--- config.mk ---
export PLATFORM = sky130hd
export DESIGN_NAME = ex_mem_wb_pipe_flat
export DESIGN_NICKNAME = d
export VERILOG_FILES = /design/src/rtl/ex_mem_wb_pipe_if.sv /design/src/rtl/ex_mem_wb_pipe.sv /design/src/flat_wrapper.sv
export SDC_FILE = /design/constraint.sdc
export NUM_CORES = 1
export LEC_CHECK = 0
export ABC_CLOCK_PERIOD_IN_PS = 2370
export CAP_MARGIN = 20
export CORE_ASPECT_RATIO = 0.75
export CORE_MARGIN = 5
export CORE_UTILIZATION = 62
export CTS_CLUSTER_DIAMETER = 80
export DETAILED_ROUTE_END_ITERATION = 7
export DONT_BUFFER_PORTS = 1
export PLACE_DENSITY = 0.84
export SLEW_MARGIN = 40
export SYNTH_ARGS = -nofsm -noshare
export SYNTH_HDL_FRONTEND = slang
export SYNTH_SLANG_ARGS = --single-unit
--- constraint.sdc ---
create_clock -name clk -period 2.37 [get_ports clk]
set_input_delay 0.1185 -clock clk [delete_from_list [all_inputs] [get_ports clk]]
set_output_delay 0.1185 -clock clk [all_outputs]
set_load 0.01 [all_outputs]
--- src/rtl/ex_mem_wb_pipe_if.sv ---
// ex_mem_wb_pipe_if: EX/MEM/WB pipeline bus (EX inputs, dmem response, MEM/WB outputs, stall)
interface ex_mem_wb_pipe_if #(parameter int DATA_WIDTH = 32);
  logic                  ex_valid;
  logic                  ex_regWrite;
  logic                  ex_memRead;
  logic                  ex_memWrite;
  logic [2:0]            ex_funct3;
  logic [4:0]            ex_rd;
  logic [DATA_WIDTH-1:0] ex_alu_result;
  logic [DATA_WIDTH-1:0] ex_store_data;
  logic [DATA_WIDTH-1:0] dmem_rdata;
  logic                  dmem_ready;
  logic                  mem_regWrite;
  logic [4:0]            mem_rd;
  logic [DATA_WIDTH-1:0] mem_alu_result;
  logic                  mem_memRead;
  logic                  mem_memWrite;
  logic [2:0]            mem_funct3;
  logic [DATA_WIDTH-1:0] mem_store_data;
  logic                  wb_regWrite;
  logic [4:0]            wb_rd;
  logic [DATA_WIDTH-1:0] wb_data;
  logic                  pipe_stall;
  modport master (
    output ex_valid, ex_regWrite, ex_memRead, ex_memWrite, ex_funct3, ex_rd,
           ex_alu_result, ex_store_data, dmem_rdata, dmem_ready,
    input  mem_regWrite, mem_rd, mem_alu_result, mem_memRead, mem_memWrite,
           mem_funct3, mem_store_data, wb_regWrite, wb_rd, wb_data, pipe_stall
  );
  modport slave (
    input  ex_valid, ex_regWrite, ex_memRead, ex_memWrite, ex_funct3, ex_rd,
           ex_alu_result, ex_store_data, dmem_rdata, dmem_ready,
    output mem_regWrite, mem_rd, mem_alu_result, mem_memRead, mem_memWrite,
           mem_funct3, mem_store_data, wb_regWrite, wb_rd, wb_data, pipe_stall
  );
endinterface

--- src/rtl/ex_mem_wb_pipe.sv ---
// ex_mem_wb_pipe: EX/MEM and MEM/WB registers with load alignment/extension and dmem-wait stall
module ex_mem_wb_pipe #(parameter int DATA_WIDTH = 32) (
  input logic             clk,
  input logic             rst,
  ex_mem_wb_pipe_if.slave bus
);
  logic                  mem_valid, mem_reg_write_q, mem_read_q, mem_write_q;
  logic [2:0]            mem_funct3_q;
  logic [4:0]            mem_rd_q;
  logic [DATA_WIDTH-1:0] mem_alu_q, mem_store_q;
  logic                  wb_valid, wb_reg_write_q;
  logic [4:0]            wb_rd_q;
  logic [DATA_WIDTH-1:0] wb_data_q, byte_sh, half_sh, load_data;
  logic                  stall;
  assign stall = mem_valid & (mem_read_q | mem_write_q) & ~bus.dmem_ready;
  // a[0] is deliberately dropped for halfwords: misaligned loads are not trapped
  always_comb begin
    byte_sh = bus.dmem_rdata >> {mem_alu_q[1:0], 3'b000};
    half_sh = bus.dmem_rdata >> {mem_alu_q[1], 4'b0000};
    load_data = mem_funct3_q == 3'b000 ? {{(DATA_WIDTH-8){byte_sh[7]}}, byte_sh[7:0]}
              : mem_funct3_q == 3'b100 ? {{(DATA_WIDTH-8){1'b0}}, byte_sh[7:0]}
              : mem_funct3_q == 3'b001 ? {{(DATA_WIDTH-16){half_sh[15]}}, half_sh[15:0]}
              : mem_funct3_q == 3'b101 ? {{(DATA_WIDTH-16){1'b0}}, half_sh[15:0]}
              : bus.dmem_rdata;
  end
  always_ff @(posedge clk) begin
    if (rst) begin
      {mem_valid, mem_reg_write_q, mem_read_q, mem_write_q, mem_funct3_q, mem_rd_q} <= '0;
      {mem_alu_q, mem_store_q} <= '0;
      {wb_valid, wb_reg_write_q, wb_rd_q, wb_data_q} <= '0;
    end else if (stall) begin
      wb_valid <= 1'b0;
    end else begin
      mem_valid       <= bus.ex_valid;
      mem_reg_write_q <= bus.ex_regWrite;
      mem_read_q      <= bus.ex_memRead;
      mem_write_q     <= bus.ex_memWrite;
      mem_funct3_q    <= bus.ex_funct3;
      mem_rd_q        <= bus.ex_rd;
      mem_alu_q       <= bus.ex_alu_result;
      mem_store_q     <= bus.ex_store_data;
      wb_valid        <= mem_valid;
      wb_reg_write_q  <= mem_reg_write_q;
      wb_rd_q         <= mem_rd_q;
      wb_data_q       <= mem_read_q ? load_data : mem_alu_q;
    end
  end
  assign bus.pipe_stall     = stall;
  assign bus.mem_regWrite   = mem_valid & mem_reg_write_q & (mem_rd_q != 5'd0);
  assign bus.mem_rd         = mem_rd_q;
  assign bus.mem_alu_result = mem_alu_q;
  assign bus.mem_memRead    = mem_valid & mem_read_q;
  assign bus.mem_memWrite   = mem_valid & mem_write_q;
  assign bus.mem_funct3     = mem_funct3_q;
  assign bus.mem_store_data = mem_store_q;
  assign bus.wb_regWrite    = wb_valid & wb_reg_write_q & (wb_rd_q != 5'd0);
  assign bus.wb_rd          = wb_rd_q;
  assign bus.wb_data        = wb_data_q;
endmodule

--- src/flat_wrapper.sv ---
// flat-port wrapper written by rule: the top's interface ports become plain ports
module ex_mem_wb_pipe_flat 
#(parameter int DATA_WIDTH = 32)
  (clk, rst, bus_ex_valid, bus_ex_regWrite, bus_ex_memRead, bus_ex_memWrite, bus_ex_funct3, bus_ex_rd, bus_ex_alu_result, bus_ex_store_data, bus_dmem_rdata, bus_dmem_ready, bus_mem_regWrite, bus_mem_rd, bus_mem_alu_result, bus_mem_memRead, bus_mem_memWrite, bus_mem_funct3, bus_mem_store_data, bus_wb_regWrite, bus_wb_rd, bus_wb_data, bus_pipe_stall);
  ex_mem_wb_pipe_if #(.DATA_WIDTH(DATA_WIDTH)) bus_i ();
  input logic clk;
  input logic rst;
  input wire logic [$bits(bus_i.ex_valid)-1:0] bus_ex_valid;
  input wire logic [$bits(bus_i.ex_regWrite)-1:0] bus_ex_regWrite;
  input wire logic [$bits(bus_i.ex_memRead)-1:0] bus_ex_memRead;
  input wire logic [$bits(bus_i.ex_memWrite)-1:0] bus_ex_memWrite;
  input wire logic [$bits(bus_i.ex_funct3)-1:0] bus_ex_funct3;
  input wire logic [$bits(bus_i.ex_rd)-1:0] bus_ex_rd;
  input wire logic [$bits(bus_i.ex_alu_result)-1:0] bus_ex_alu_result;
  input wire logic [$bits(bus_i.ex_store_data)-1:0] bus_ex_store_data;
  input wire logic [$bits(bus_i.dmem_rdata)-1:0] bus_dmem_rdata;
  input wire logic [$bits(bus_i.dmem_ready)-1:0] bus_dmem_ready;
  output wire logic [$bits(bus_i.mem_regWrite)-1:0] bus_mem_regWrite;
  output wire logic [$bits(bus_i.mem_rd)-1:0] bus_mem_rd;
  output wire logic [$bits(bus_i.mem_alu_result)-1:0] bus_mem_alu_result;
  output wire logic [$bits(bus_i.mem_memRead)-1:0] bus_mem_memRead;
  output wire logic [$bits(bus_i.mem_memWrite)-1:0] bus_mem_memWrite;
  output wire logic [$bits(bus_i.mem_funct3)-1:0] bus_mem_funct3;
  output wire logic [$bits(bus_i.mem_store_data)-1:0] bus_mem_store_data;
  output wire logic [$bits(bus_i.wb_regWrite)-1:0] bus_wb_regWrite;
  output wire logic [$bits(bus_i.wb_rd)-1:0] bus_wb_rd;
  output wire logic [$bits(bus_i.wb_data)-1:0] bus_wb_data;
  output wire logic [$bits(bus_i.pipe_stall)-1:0] bus_pipe_stall;
  assign bus_i.ex_valid = bus_ex_valid;
  assign bus_i.ex_regWrite = bus_ex_regWrite;
  assign bus_i.ex_memRead = bus_ex_memRead;
  assign bus_i.ex_memWrite = bus_ex_memWrite;
  assign bus_i.ex_funct3 = bus_ex_funct3;
  assign bus_i.ex_rd = bus_ex_rd;
  assign bus_i.ex_alu_result = bus_ex_alu_result;
  assign bus_i.ex_store_data = bus_ex_store_data;
  assign bus_i.dmem_rdata = bus_dmem_rdata;
  assign bus_i.dmem_ready = bus_dmem_ready;
  assign bus_mem_regWrite = bus_i.mem_regWrite;
  assign bus_mem_rd = bus_i.mem_rd;
  assign bus_mem_alu_result = bus_i.mem_alu_result;
  assign bus_mem_memRead = bus_i.mem_memRead;
  assign bus_mem_memWrite = bus_i.mem_memWrite;
  assign bus_mem_funct3 = bus_i.mem_funct3;
  assign bus_mem_store_data = bus_i.mem_store_data;
  assign bus_wb_regWrite = bus_i.wb_regWrite;
  assign bus_wb_rd = bus_i.wb_rd;
  assign bus_wb_data = bus_i.wb_data;
  assign bus_pipe_stall = bus_i.pipe_stall;
  ex_mem_wb_pipe #(.DATA_WIDTH(DATA_WIDTH)) u_core (.clk(clk), .rst(rst), .bus(bus_i));
endmodule
-- Word level (Yosys, flattened, before mapping)
Index checks and enable logic that the tools add are counted.
- equal/unequal tests: 3
- shifts and indexed selects: 2
- muxes and demuxes: 5
- bitwise logic cells: 10
- reductions and logical operators: 4
- operators by type and width (operator ; number):
    32-bit 2-to-1 mux ; 5
    32-bit by 5-bit right shift with 16-bit output ; 1
    32-bit by 5-bit right shift with 8-bit output ; 1
    5-bit nonzero test ; 2
    1-bit AND ; 8
    3-bit equality test, second input constant ; 2
    3-bit by 1-bit equality test with 1-bit output, second input constant ; 1
    3-bit logical NOT ; 1
    2-bit OR reduction ; 1
    1-bit NOT ; 1
    1-bit OR ; 1
- register bits: 115
- output and inout bits: 114
- logic and storage cells: 36

-- Logic depth before layout (Yosys ltp)
Gate-level depths: netlist of the first run.
- depth in word-level cells: 6
- mapped depth: 7
- depth with buffers taken out: 5

-- Worst setup path after synthesis of the first run
No wires, ideal clock.
- path kind: register to register
- start point: register u_core.mem_alu_q[1] (netlist: u_core.bus.mem_alu_result[1])
- end point: register u_core.wb_data_q[7] (netlist: u_core.bus.wb_data[7])
- arrival: 1.339 ns
- setup slack: 0.898 ns
- stages on the path, launching flop included: 6
- path buffers: 1
- cell sequence: dfxtp_1 -> buf_6 -> clkinv_1 -> a22o_1 -> a221oi_2 -> o41ai_2
- longest elaborated chain between the ends: 6
- RTL lines (item ; line ; source):
    start: declaration ; ex_mem_wb_pipe.sv:10 ; logic [DATA_WIDTH-1:0] mem_alu_q, mem_store_q;
    start signal: assignment ; ex_mem_wb_pipe.sv:40 ; mem_alu_q <= bus.ex_alu_result;
    32-bit by 5-bit right shift with 16-bit output ; ex_mem_wb_pipe.sv:19 ; half_sh = bus.dmem_rdata >> {mem_alu_q[1], 4'b0000};
    32-bit 2-to-1 mux ; ex_mem_wb_pipe.sv:23 ; : mem_funct3_q == 3'b101 ? {{(DATA_WIDTH-16){1'b0}}, half_sh[15:0]}
    32-bit 2-to-1 mux ; ex_mem_wb_pipe.sv:22 ; : mem_funct3_q == 3'b001 ? {{(DATA_WIDTH-16){half_sh[15]}}, half_sh[15:0]}
    32-bit 2-to-1 mux ; ex_mem_wb_pipe.sv:21 ; : mem_funct3_q == 3'b100 ? {{(DATA_WIDTH-8){1'b0}}, byte_sh[7:0]}
    32-bit 2-to-1 mux * ; ex_mem_wb_pipe.sv:20 ; load_data = mem_funct3_q == 3'b000 ? {{(DATA_WIDTH-8){byte_sh[7]}}, byte_sh[7:0]}
    32-bit 2-to-1 mux * ; ex_mem_wb_pipe.sv:45 ; wb_data_q <= mem_read_q ? load_data : mem_alu_q;
    end signal: assignment ; ex_mem_wb_pipe.sv:45 ;
    end: declaration ; ex_mem_wb_pipe.sv:13 ; logic [DATA_WIDTH-1:0] wb_data_q, byte_sh, half_sh, load_data;
Every way passes the cells marked *; elsewhere a longest branch is shown, timed or not.
A chain may end at the register's enable or synchronous reset.

-- Final worst setup path of the first run
- start point: register u_core.mem_valid
- end point: register u_core.wb_data_q[27] (netlist: u_core.bus.wb_data[27])
- longest elaborated chain between the ends: 2
- RTL lines (item ; line ; source):
    start: declaration ; ex_mem_wb_pipe.sv:7 ; logic mem_valid, mem_reg_write_q, mem_read_q, mem_write_q;
    start signal: assignment ; ex_mem_wb_pipe.sv:34 ; mem_valid <= bus.ex_valid;
    1-bit AND (2 in a row) ; ex_mem_wb_pipe.sv:15 ; assign stall = mem_valid & (mem_read_q | mem_write_q) & ~bus.dmem_ready;
No other way between the ends.

==> results of run 1 <==
==> stage by stage <==
step	cell area [um2]	TNS, ps	hold slack (ps)	util (%)	setup WS (ps)
3_3_place_gp	5000	0	197	63.5	675
6_report	6650	0	12.0	84.4	56.5
4_1_cts	6640	0	2.09	84.3	122
2_1_floorplan	5020	0	239	-	898
5_1_grt	6650	-43.0	23.1	84.4	-43.0
3_5_place_dp	5000	0	199	63.5	586
==> cell usage in the layout, fill, tap and decap left out, types with 3 or more instances in the layout <==
master | Yosys | layout
sky130_fd_sc_hd__a221o_1 | 4 | 4
sky130_fd_sc_hd__o22ai_1 | 9 | 9
sky130_fd_sc_hd__o21ai_1 | 3 | 3
sky130_fd_sc_hd__o21ai_0 | 27 | 27
sky130_fd_sc_hd__clkinvlp_4 | 0 | 4
sky130_fd_sc_hd__buf_4 | 6 | 9
sky130_fd_sc_hd__dlygate4sd3_1 | 0 | 103
sky130_fd_sc_hd__a22o_1 | 9 | 9
sky130_fd_sc_hd__dfxtp_1 | 115 | 114
sky130_fd_sc_hd__a311oi_2 | 4 | 4
sky130_fd_sc_hd__a221oi_1 | 14 | 14
sky130_fd_sc_hd__mux2i_1 | 6 | 6
sky130_fd_sc_hd__a221oi_2 | 11 | 11
sky130_fd_sc_hd__nand2b_1 | 7 | 7
sky130_fd_sc_hd__nor3_1 | 3 | 3
sky130_fd_sc_hd__a22oi_1 | 8 | 8
sky130_fd_sc_hd__a21oi_1 | 84 | 84
sky130_fd_sc_hd__bufinv_16 | 0 | 3
sky130_fd_sc_hd__nand2_1 | 207 | 207
sky130_fd_sc_hd__inv_1 | 3 | 3
sky130_fd_sc_hd__clkbuf_16 | 0 | 16
sky130_fd_sc_hd__clkinv_2 | 0 | 5
sky130_fd_sc_hd__nor2_1 | 9 | 9
==> power by group through the flow <==
stage	Combinational (mW)	Sequential, mW	Clock, mW
after floorplan	0.363	2.24	0
after global placement	0.373	2.28	0
after detailed placement	0.392	2.28	0
after CTS	0.572	2.24	2.50
after global routing	0.651	2.26	2.61
final	0.609	2.25	2.51
==> final cells by class <==
cell class / instances / area share [%]
multi-input cells: 435 / 36.4
flip-flops and latches: 115 / 34.6
repair buffers: 116 / 17.9
clock buffers: 18 / 6.28
clock inverters: 14 / 2.44
well taps: 105 / 1.97
inverters: 5 / 0.320
==> state kept, by name, indices dropped and copies added, names as in the netlist <==
signal / cells
u_core.wb_reg_write_q: 1
u_core.bus.mem_rd: 5
u_core.mem_read_q: 1
u_core.bus.mem_funct3: 3
u_core.bus.mem_alu_result: 32
u_core.bus.wb_rd: 5
u_core.wb_valid: 1
u_core.bus.mem_store_data: 32
u_core.bus.wb_data: 32
u_core.mem_valid: 1
u_core.mem_reg_write_q: 1
u_core.mem_write_q: 1
==> what timing repair did <==
item | in CTS | in global routing
gates resized for setup | 0 | 3
hold endpoints to repair | 115 | 0
hold buffers | 104 | 0
setup endpoints to repair | 0 | 3
==> worst register-to-register path, stage by stage, from the launching register on <==
cell	delay, ps
sky130_fd_sc_hd__dfxtp_1	340
sky130_fd_sc_hd__and2b_4	200
sky130_fd_sc_hd__o21ai_4	100
sky130_fd_sc_hd__buf_16	360
sky130_fd_sc_hd__o21ai_0	370
sky130_fd_sc_hd__a221oi_2	310
sky130_fd_sc_hd__dlygate4sd3_1	590
==> final timing paths <==
path | from | end | slack, ps | cells after the start
setup / recovery | u_core.mem_valid$_SDFFE_PP0N_ | u_core.bus.wb_data[27]$_SDFFE_PP0N_ | 60 | 6
hold / removal | bus_dmem_rdata[22] | u_core.bus.wb_data[6]$_SDFFE_PP0N_ | 10 | 3
setup reg to reg | u_core.mem_valid$_SDFFE_PP0N_ | u_core.bus.wb_data[27]$_SDFFE_PP0N_ | 60 | 6
hold reg to reg | u_core.wb_reg_write_q$_SDFFE_PP0N_ | u_core.wb_reg_write_q$_SDFFE_PP0N_ | 470 | 2
==> logic make-up (layout without fill, tap and decap cells) <==
kind of cell | count (synthesis) | count (layout) | share of synthesized area [%]
muxes | 8 | 8 | 2.09
AOI/OAI and AO/OA | 188 | 188 | 26.9
and+or+nand+nor | 239 | 239 | 19.1
DFF | 115 | 115 | 45.8
buffers and inverters | 58 | 153 | 6.10
==> routing by layer <==
| metal | vias up | GRT usage, % |
|---|---|---|
| met5 | - | 0 |
| met4 | 0 | 19.2 |
| met3 | 81 | 14.6 |
| met2 | 399 | 59.1 |
| met1 | 2476 | 38.9 |
| li1 | 2293 | - |
==> impl_results.md, run 1 <==
- P per Cell Area: 806 nW/um2
- Top cells by area in the synthesized netlist: sky130_fd_sc_hd__dfxtp_1, sky130_fd_sc_hd__nand2_1, sky130_fd_sc_hd__a21oi_1, sky130_fd_sc_hd__a221oi_2, sky130_fd_sc_hd__o21ai_0
- Count of cell types in the netlist: 46
- Biggest cell delay along the critical path: 590 ps
- Kind of critical path: register to register
- Layout Area Growth over Synthesis: 32.4%
- Final setup vio count: 0
- Clock Latency Late Sink: 510 ps
- Final Hold Fails: 0
- Worst max-slew margin expressed relative to the limit: 55.8%
- Master cell of the clock root buffer: sky130_fd_sc_hd__clkbuf_8
- Maximum level of the CTS H-tree: 4
- Synth Cell Area: 5020 um2
- Width of the die: 114 um
- Amount of wire on met3 after detailed routing: 2300 um
- Final HPWL DP: 10100 um
- Mean instance size in the synthesized netlist: 8.26 um2
- Highest routed layer: met4
- Number of pins exceeding their max-slew limit in the final report: 0
- DIE HEIGHT: 88.0 um
- Final Power: 5.36 mW
- Post-synthesis instance total: 608
- Warnings from Yosys: 0
- Count of input and output buffers: 0
- Ranking of synthesized cells by instance count: sky130_fd_sc_hd__nand2_1, sky130_fd_sc_hd__dfxtp_1, sky130_fd_sc_hd__a21oi_1
- Hold crit path type: input pin to register
- Share of layout cells above drive strength 1: 10.7%
- Worst clock skew: 10.8 ps
- Maximum number of pins on one net before global-route repair: 117
- Endpoint arrival time on the critical path: 2760 ps
- Tmin final: 2310 ps
- Pin slew with the least headroom to its limit: 661 ps
- Net count of the mapped netlist: 719
- Area taken by multi-input logic gates: 2420 um2
- Sum of routed wire length over all layers: 18000 um
- Via density per instance: 6.50
- Leakage power figure: 2.59 nW
- Drt first pass iters: 5
- Switch Pwr: 1.41 mW
- CTS tree: built
- Overall die area: 10000 um2
- Clock-pin slew reported for the worst setup and hold paths after clock tree synthesis: 60 ps
- Setup repair after global routing missed its margin: yes
- Number of global-route vias before repair: 5316
- Number of maximum-capacitance constraint violations: 0
- Crit-path slowest cell: sky130_fd_sc_hd__dlygate4sd3_1
- Worst voltage drop across the vdd grid: 0.563 mV
- Internal power of the cells: 3.95 mW
- Clock buffer count from CTS: 17
- Top cell type by total area after synthesis: sky130_fd_sc_hd__dfxtp_1
- Share of synthesized flip-flops with an asynchronous set or reset: 0%
- Sum of routed wire segments on met1: 6270 um
- Post-CTS Setup Inserts: 0
- Area occupied by registers: 2300 um2
- Most used flip-flop cell after synthesis: sky130_fd_sc_hd__dfxtp_1
- Achievable Freq: 0.432 GHz
- Number of sinks on the clock net: 115
- DP Cell Count: 672
- Total congestion overflow after global routing: 0
- Nature of the critical path startpoint: register
- Number of cell rows: 28
- Buf/Inv on CP: 2
- Vias post-DR: 5249
- Switch share: 26.3%
- Initial core utilization: 63.7%
- Delay-heaviest family, CP: buffers and inverters
- Sequential share of the synthesized area: 45.8%
- DR DRC count: 0
- Critical Path End Type: register
- # fillers: 410
- First-pass GRT wire length: 27700 um
- Data required time of the critical path: 2820 ps
- Maximum fanout count along the critical path: 111
- Core Footprint: 7880 um2
- Antenna violation net count after detailed routing: 0
- Post-synthesis sequential element count: 115
- Result of the run: finished clean
- Part of the total power dissipated in combinational logic: 11.4%
- Maximum count of clock buffers along a single path: 2
- Final weighted congestion in routability-driven placement: 0.907
- Worst-path cell chain: and2b_4 > o21ai_4 > buf_16 > o21ai_0 > a221oi_2 > dlygate4sd3_1
- Gr usage total: 35.4%
- Most frequently used cell type in the post-synthesis netlist: sky130_fd_sc_hd__nand2_1
- # diodes: 0
- Net count of the finished layout: 801
- Routed length on met2: 8710 um
- Sequential Power Share: 41.9%
- Antenna violations before repair: 0
- Part of the total power dissipated in the clock network: 46.7%
- Number of flops mapped to enable cells by yosys: 0
- Fraction of post-synthesis cell area in the top cell type by area: 45.8%
- Share of the cycle needed by the critical path after routing: 97.6%
- Post-route non-filler standard cell count: 808
- Number of top-level pins: 225
- Count of routing violations after the opening detailed-route iteration: 601
- Average routed wire per standard cell: 22.3 um
(Power assumes the default switching activity.)
==> run 2: changes to the inputs <==
--- a/config.mk
+++ b/config.mk
@@ -13,7 +13,7 @@
 export CTS_CLUSTER_DIAMETER = 80
 export DETAILED_ROUTE_END_ITERATION = 7
 export DONT_BUFFER_PORTS = 1
-export PLACE_DENSITY = 0.84
+export PLACE_DENSITY = 0.78
 export SLEW_MARGIN = 40
 export SYNTH_ARGS = -nofsm -noshare
 export SYNTH_HDL_FRONTEND = slang
==> run 2 against run 1 <==
Critical path type unchanged; largest power group unchanged; critical path depth rose by 1; critical endpoint is now u_core.bus.mem_store_data[9]$_SDFFE_PP0N_; hold slack improved by 4.8 ps; first-iteration DRC count rose by 20%; wire length fell by 1.6%; sequential power barely moved; clock power rose by 8.4%; register-to-register slack improved by 110 ps; core utilization rose by 0.33 points; final area rose by 0.40%; clock skew fell by 3.7 ps; maximum frequency rose by 4.9%; highest routed layer unchanged.
==> impl_results.md, run 2 (synthesized netlist as in run 1, its figures left out) <==
- DIE HEIGHT: 88.0 um (unchanged)
- CTS tree: built (unchanged)
- Pin slew with the least headroom to its limit: 750 ps (was 661 ps)
- Total congestion overflow after global routing: 0 (unchanged)
- Antenna violations before repair: 0 (unchanged)
- Result of the run: finished clean (unchanged)
- Worst clock skew: 7.10 ps (was 10.8 ps)
- Layout Area Growth over Synthesis: 33.0% (was 32.4%)
- P per Cell Area: 833 nW/um2 (was 806 nW/um2)
- Number of pins exceeding their max-slew limit in the final report: 0 (unchanged)
- # diodes: 0 (unchanged)
- Endpoint arrival time on the critical path: 2660 ps (was 2760 ps)
- Clock-pin slew reported for the worst setup and hold paths after clock tree synthesis: 60 ps (about the same)
- Share of the cycle needed by the critical path after routing: 93.0% (was 97.6%)
- Setup TNS Final: 0 ps (unchanged)
- Vias post-DR: 5174 (was 5249)
- Setup repair after global routing missed its margin: no (was yes)
- Net count of the finished layout: 799 (was 801)
- Data required time of the critical path: 2830 ps (was 2820 ps)
- Nature of the critical path startpoint: register (unchanged)
- Post-CTS Setup Inserts: 0 (unchanged)
- Leading cell type in the layout, fill and taps excluded: sky130_fd_sc_hd__nand2_1 (unchanged)
- Maximum level of the CTS H-tree: 4 (unchanged)
- Count of routing violations after the opening detailed-route iteration: 724 (was 601)
- Clock Latency Late Sink: 520 ps (was 510 ps)
- Number of sinks on the clock net: 115 (unchanged)
- Final Hold Fails: 0 (unchanged)
- Critical Path End Type: register (unchanged)
- Maximum count of clock buffers along a single path: 2 (unchanged)
- Delay-heaviest family, CP: buffers and inverters (unchanged)
- Achievable Freq: 0.454 GHz (was 0.432 GHz)
- Biggest cell delay along the critical path: 580 ps (was 590 ps)
- Share of layout cells above drive strength 1: 10.3% (was 10.7%)
- First-pass GRT wire length: 27400 um (was 27700 um)
- Area taken by multi-input logic gates: 2420 um2 (unchanged)
- Overall die area: 10000 um2 (unchanged)
- Number of top-level pins: 225 (unchanged)
- Average routed wire per standard cell: 22.0 um (was 22.3 um)
- Gr usage total: 35.0% (was 35.4%)
- Clock buffer count from CTS: 17 (unchanged)
- Leakage power figure: 2.60 nW (was 2.59 nW)
- Number of cell rows: 28 (unchanged)
- Worst voltage drop across the vdd grid: 0.602 mV (was 0.563 mV)
- Core occupancy in the finished layout: 84.7% (was 84.4%)
- Worst-path cell chain: and2b_4 > o21ai_4 > clkinv_2 > buf_12 > nand2_1 > a21oi_1 > dlygate4sd3_1 (was and2b_4 > o21ai_4 > buf_16 > o21ai_0 > a221oi_2 > dlygate4sd3_1)
- Maximum fanout count along the critical path: 49 (was 111)
- Initial core utilization: 63.7% (unchanged)
- Number of global-route vias before repair: 5150 (was 5316)
- Number of maximum-capacitance constraint violations: 0 (unchanged)
- Count of input and output buffers: 0 (unchanged)
- Width of the die: 114 um (unchanged)
- Final setup vio count: 0 (unchanged)
- Kind of critical path: register to register (unchanged)
- Crit-path slowest cell: sky130_fd_sc_hd__dlygate4sd3_1 (unchanged)
- Antenna violation net count after detailed routing: 0 (unchanged)
- Sum of routed wire length over all layers: 17800 um (was 18000 um)
- # fillers: 411 (was 410)
- Area occupied by registers: 2300 um2 (about the same)
- DR DRC count: 0 (unchanged)
- Most frequent cells in the layout: sky130_fd_sc_hd__nand2_1, sky130_fd_sc_hd__dfxtp_1, sky130_fd_sc_hd__dlygate4sd3_1, sky130_fd_sc_hd__a21oi_1, sky130_fd_sc_hd__o21ai_0 (unchanged)
- Drt first pass iters: 6 (was 5)
- Via density per instance: 6.42 (was 6.50)
- Core Footprint: 7880 um2 (unchanged)
- Maximum number of pins on one net before global-route repair: 115 (was 117)
- Master cell of the clock root buffer: sky130_fd_sc_hd__clkbuf_8 (unchanged)
- Tmin final: 2200 ps (was 2310 ps)
- Final weighted congestion in routability-driven placement: 0.894 (was 0.907)
- Final HPWL DP: 10200 um (was 10100 um)
- Worst max-slew margin expressed relative to the limit: 49.8% (was 55.8%)
- Hold crit path type: input pin to register (unchanged)
- Buf/Inv on CP: 3 (was 2)
- Number of gates given a new drive strength after cts: 0 (unchanged)
## run 2: cell count changes in the layout (fill, tap and decap cells not counted), moves of 2 or more
cell                         previous run  this run
sky130_fd_sc_hd__clkinvlp_4             4         2
sky130_fd_sc_hd__clkinv_2               5         2
sky130_fd_sc_hd__clkinv_4               1         4
sky130_fd_sc_hd__buf_4                  9         6
sky130_fd_sc_hd__inv_6                  1         3
## run 2: repair_timing
| action | 4_1_cts | 5_1_grt |
|---|---|---|
| hold endpoints to repair | 115 | 0 |
| hold buffers | 105 | 0 |
| endpoints found under the setup margin | 0 | 0 |
## run 2: power breakdown
| group | total, mW | internal [mW] | switching [mW] |
|---|---|---|---|
| Combinational | 0.596 | 0.288 | 0.308 |
| Clock | 2.72 | 1.75 | 0.973 |
| Sequential | 2.25 | 2.07 | 0.182 |
| Total | 5.56 | 4.10 | 1.46 |
## run 2: worst register-to-register path: stages (launching register included)
cell and delay [ps]:
sky130_fd_sc_hd__dfxtp_1 400, sky130_fd_sc_hd__and2b_4 240, sky130_fd_sc_hd__o21ai_4 80, sky130_fd_sc_hd__clkinv_2 300, sky130_fd_sc_hd__buf_12 290, sky130_fd_sc_hd__nand2_1 100
sky130_fd_sc_hd__a21oi_1 160, sky130_fd_sc_hd__dlygate4sd3_1 580
## run 2: cell type report
| cell class | count | area share, % |
|---|---|---|
| Timing Repair Buffer | 114 | 17.6 |
| Sequential cell | 115 | 34.5 |
| Clock buffer | 18 | 6.41 |
| Multi-Input combinational cell | 435 | 36.3 |
| Inverter | 5 | 0.300 |
| Tap cell | 105 | 1.97 |
| Clock inverter | 14 | 3.02 |
## run 2: routing by layer
metal / track usage (%) / routed length [um] / vias to the layer above
li1: - / - / 2279
met1: 39.8 / 6070 / 2381
met2: 56.3 / 8380 / 403
met3: 15.3 / 2410 / 111
met4: 18.2 / 894 / 0
met5: 0 / 0 / -
## run 2: final timing paths
kind	startpoint	end	slack (ps)	depth (start not counted)
worst max register to register	u_core.mem_valid$_SDFFE_PP0N_	u_core.bus.mem_store_data[9]$_SDFFE_PP0N_	170	7
worst min register to register	u_core.wb_reg_write_q$_SDFFE_PP0N_	u_core.wb_reg_write_q$_SDFFE_PP0N_	470	2
worst min-delay path	bus_dmem_rdata[22]	u_core.bus.wb_data[6]$_SDFFE_PP0N_	20	3
worst max-delay path	u_core.mem_valid$_SDFFE_PP0N_	u_core.bus.mem_store_data[9]$_SDFFE_PP0N_	170	7
## run 2: through the flow
step / total power, mW / hold WS, ps / instances / worst slack (ps) / area [um2]
floorplan: 2.60 / 239 / 608 / 898 / 5020
finish: 5.56 / 16.8 / 806 / 166 / 6680
CTS: 5.53 / 7.56 / 806 / 227 / 6680
detailed placement: 2.67 / 199 / 669 / 385 / 4980
global route: 5.74 / 11.7 / 806 / 27.0 / 6680
global placement: 2.65 / 197 / 669 / 510 / 4980
==> run 3: changes to the inputs <==
--- a/config.mk
+++ b/config.mk
@@ -8,12 +8,12 @@
 export ABC_CLOCK_PERIOD_IN_PS = 2370
 export CAP_MARGIN = 20
 export CORE_ASPECT_RATIO = 0.75
-export CORE_MARGIN = 5
-export CORE_UTILIZATION = 62
+export CORE_MARGIN = 2
+export CORE_UTILIZATION = 35
 export CTS_CLUSTER_DIAMETER = 80
 export DETAILED_ROUTE_END_ITERATION = 7
 export DONT_BUFFER_PORTS = 1
-export PLACE_DENSITY = 0.78
+export PLACE_DENSITY = 0.49
 export SLEW_MARGIN = 40
 export SYNTH_ARGS = -nofsm -noshare
 export SYNTH_HDL_FRONTEND = slang
==> run 3 against run 2 <==
Non-clock buffer count fell by 4; sequential cell count did not move; register-to-register slack improved by 70 ps; wire length fell by 7.5%; global-route usage fell by 13 points; total power fell by 4.4%; core utilization fell by 37 points.
==> impl_results.md, run 3 (synthesized netlist as in run 1, its figures left out) <==
- Layout Cell Area excl Fill: 6640 um2 (was 6680 um2)
- Biggest cell delay along the critical path: 560 ps (was 580 ps)
- Gr usage total: 21.5% (was 35.0%)
- Count of routing violations after the opening detailed-route iteration: 250 (was 724)
- Hold crit path type: input pin to register (unchanged)
- # diodes: 0 (unchanged)
- Achievable Freq: 0.468 GHz (was 0.454 GHz)
- Result of the run: finished clean (unchanged)
- Area occupied by registers: 2300 um2 (about the same)
- CTS tree: built (unchanged)
- Buf/Inv on CP: 3 (unchanged)
- Worst-path cell chain: and2b_4 > o21ai_4 > inv_4 > buf_6 > nand2_1 > a21oi_1 > dlygate4sd3_1 (was and2b_4 > o21ai_4 > clkinv_2 > buf_12 > nand2_1 > a21oi_1 > dlygate4sd3_1)
- Clock buffer count from CTS: 17 (unchanged)
- Delay-heaviest family, CP: buffers and inverters (unchanged)
- Final setup vio count: 0 (unchanged)
- First-pass GRT wire length: 25600 um (was 27400 um)
- Tmin final: 2140 ps (was 2200 ps)
- Number of pins exceeding their max-slew limit in the final report: 0 (unchanged)
- Width of the die: 142 um (was 114 um)
- Layout Area Growth over Synthesis: 32.2% (was 33.0%)
- Endpoint arrival time on the critical path: 2500 ps (was 2660 ps)
- Leading cell type in the layout, fill and taps excluded: sky130_fd_sc_hd__nand2_1 (unchanged)
- Number of cell rows: 37 (was 28)
- Maximum number of pins on one net before global-route repair: 112 (was 115)
- Total congestion overflow after global routing: 0 (unchanged)
- Average routed wire per standard cell: 18.9 um (was 22.0 um)
- Setup TNS Final: 0 ps (unchanged)
- Initial core utilization: 36.2% (was 63.7%)
- Critical Path End Type: register (unchanged)
- Antenna violations before repair: 0 (unchanged)
- Nature of the critical path startpoint: register (unchanged)
- Core occupancy in the finished layout: 47.8% (was 84.7%)
- Pin slew with the least headroom to its limit: 552 ps (was 750 ps)
- DP Cell Count: 744 (was 669)
- Maximum fanout count along the critical path: 35 (was 49)
- Setup repair after global routing missed its margin: no (unchanged)
- Via density per instance: 5.44 (was 6.42)
- Worst max-slew margin expressed relative to the limit: 63.1% (was 49.8%)
- Cell area after placement: 5080 um2 (was 4980 um2)
- Overall die area: 15300 um2 (was 10000 um2)
- Net count of the finished layout: 795 (was 799)
- Data required time of the critical path: 2730 ps (was 2830 ps)
- Reg2Reg Launch Point: u_core.mem_valid$_SDFFE_PP0N_ (unchanged)
- Share of the cycle needed by the critical path after routing: 90.2% (was 93.0%)
- Area taken by multi-input logic gates: 2420 um2 (unchanged)
- Crit-path slowest cell: sky130_fd_sc_hd__dlygate4sd3_1 (unchanged)
- Post-route non-filler standard cell count: 870 (was 806)
- Sum of routed wire length over all layers: 16400 um (was 17800 um)
- # fillers: 1311 (was 411)
- Number of maximum-capacitance constraint violations: 0 (unchanged)
- Share of layout cells above drive strength 1: 10.8% (was 10.3%)
- Most frequent cells in the layout: sky130_fd_sc_hd__nand2_1, sky130_fd_sc_hd__dfxtp_1, sky130_fd_sc_hd__dlygate4sd3_1, sky130_fd_sc_hd__a21oi_1, sky130_fd_sc_hd__o21ai_0 (unchanged)
- Launching element of the worst setup path: u_core.mem_valid$_SDFFE_PP0N_ (unchanged)
- Clock Latency Late Sink: 420 ps (was 520 ps)
- Vias post-DR: 4732 (was 5174)
- Count of input and output buffers: 0 (unchanged)
- Maximum level of the CTS H-tree: 4 (unchanged)
- Clock-pin slew reported for the worst setup and hold paths after clock tree synthesis: 50 ps (was 60 ps)
- DR DRC count: 0 (unchanged)
- Number of sinks on the clock net: 115 (unchanged)
- Antenna violation net count after detailed routing: 0 (unchanged)
- Worst hold path startpoint: bus_dmem_rdata[8] (was bus_dmem_rdata[22])
- Leakage power figure: 2.57 nW (was 2.60 nW)
- Kind of critical path: register to register (unchanged)
- Drt first pass iters: 5 (was 6)
- Worst voltage drop across the vdd grid: 0.474 mV (was 0.602 mV)
- Worst clock skew: 10.6 ps (was 7.10 ps)
- Final HPWL DP: 10400 um (was 10200 um)
- Number of top-level pins: 225 (unchanged)
- Core Footprint: 13900 um2 (was 7880 um2)
- Master cell of the clock root buffer: sky130_fd_sc_hd__clkbuf_16 (was sky130_fd_sc_hd__clkbuf_8)
- Maximum count of clock buffers along a single path: 2 (unchanged)
- P per Cell Area: 801 nW/um2 (was 833 nW/um2)
- Final weighted congestion in routability-driven placement: 0.814 (was 0.894)
- DIE HEIGHT: 108 um (was 88.0 um)
- Number of global-route vias before repair: 4725 (was 5150)
- Final Hold Fails: 0 (unchanged)
-- run 3: stage by stage --
step / hold slack [ps] / total power, mW / setup WS (ps)
floorplan: 239 / 2.60 / 898
global placement: 197 / 2.67 / 694
detailed placement: 199 / 2.68 / 584
CTS: 10.7 / 5.36 / 95.6
global route: 20.4 / 5.53 / 33.7
finish: 29.7 / 5.32 / 232
-- run 3: path summary, 6_finish.rpt --
path                                           endpoint  slack (ps)  depth (start not counted)
max reg2reg  u_core.bus.mem_store_data[22]$_SDFFE_PP0N_         230                          7
max          u_core.bus.mem_store_data[22]$_SDFFE_PP0N_         230                          7
min                  u_core.bus.wb_data[8]$_SDFFE_PP0N_          30                          2
min reg2reg          u_core.wb_reg_write_q$_SDFFE_PP0N_         460                          2
-- run 3: repair_timing --
action	CTS	global route
hold endpoints to repair	115	1
gates resized for setup	0	1
setup endpoints to repair	0	8
setup buffers	0	0
hold buffers	95	1
-- run 3: area by class of cell --
cell class | count | share of cell area, %
repair buffers | 110 | 16.6
clock buffers | 21 | 7.08
clock inverters | 9 | 1.60
well taps | 175 | 3.30
inverters | 5 | 0.320
flip-flops and latches | 115 | 34.7
multi-input cells | 435 | 36.5
-- run 3: power by group --
| group | switching (mW) | leakage, nW | internal (mW) |
|---|---|---|---|
| logic | 0.286 | 1.33 | 0.281 |
| registers | 0.173 | 0.955 | 2.07 |
| clock network | 0.902 | 0.277 | 1.61 |
| total | 1.36 | 2.57 | 3.96 |
-- run 3: per-layer routing --
layer | vias up | share of wire, % | global-route usage, %
li1 | 2280 | - | -
met1 | 2235 | 43 | 26.9
met2 | 200 | 47 | 33.5
met3 | 17 | 9.6 | 8.90
met4 | 0 | 1.1 | 7.43
met5 | - | 0 | 0
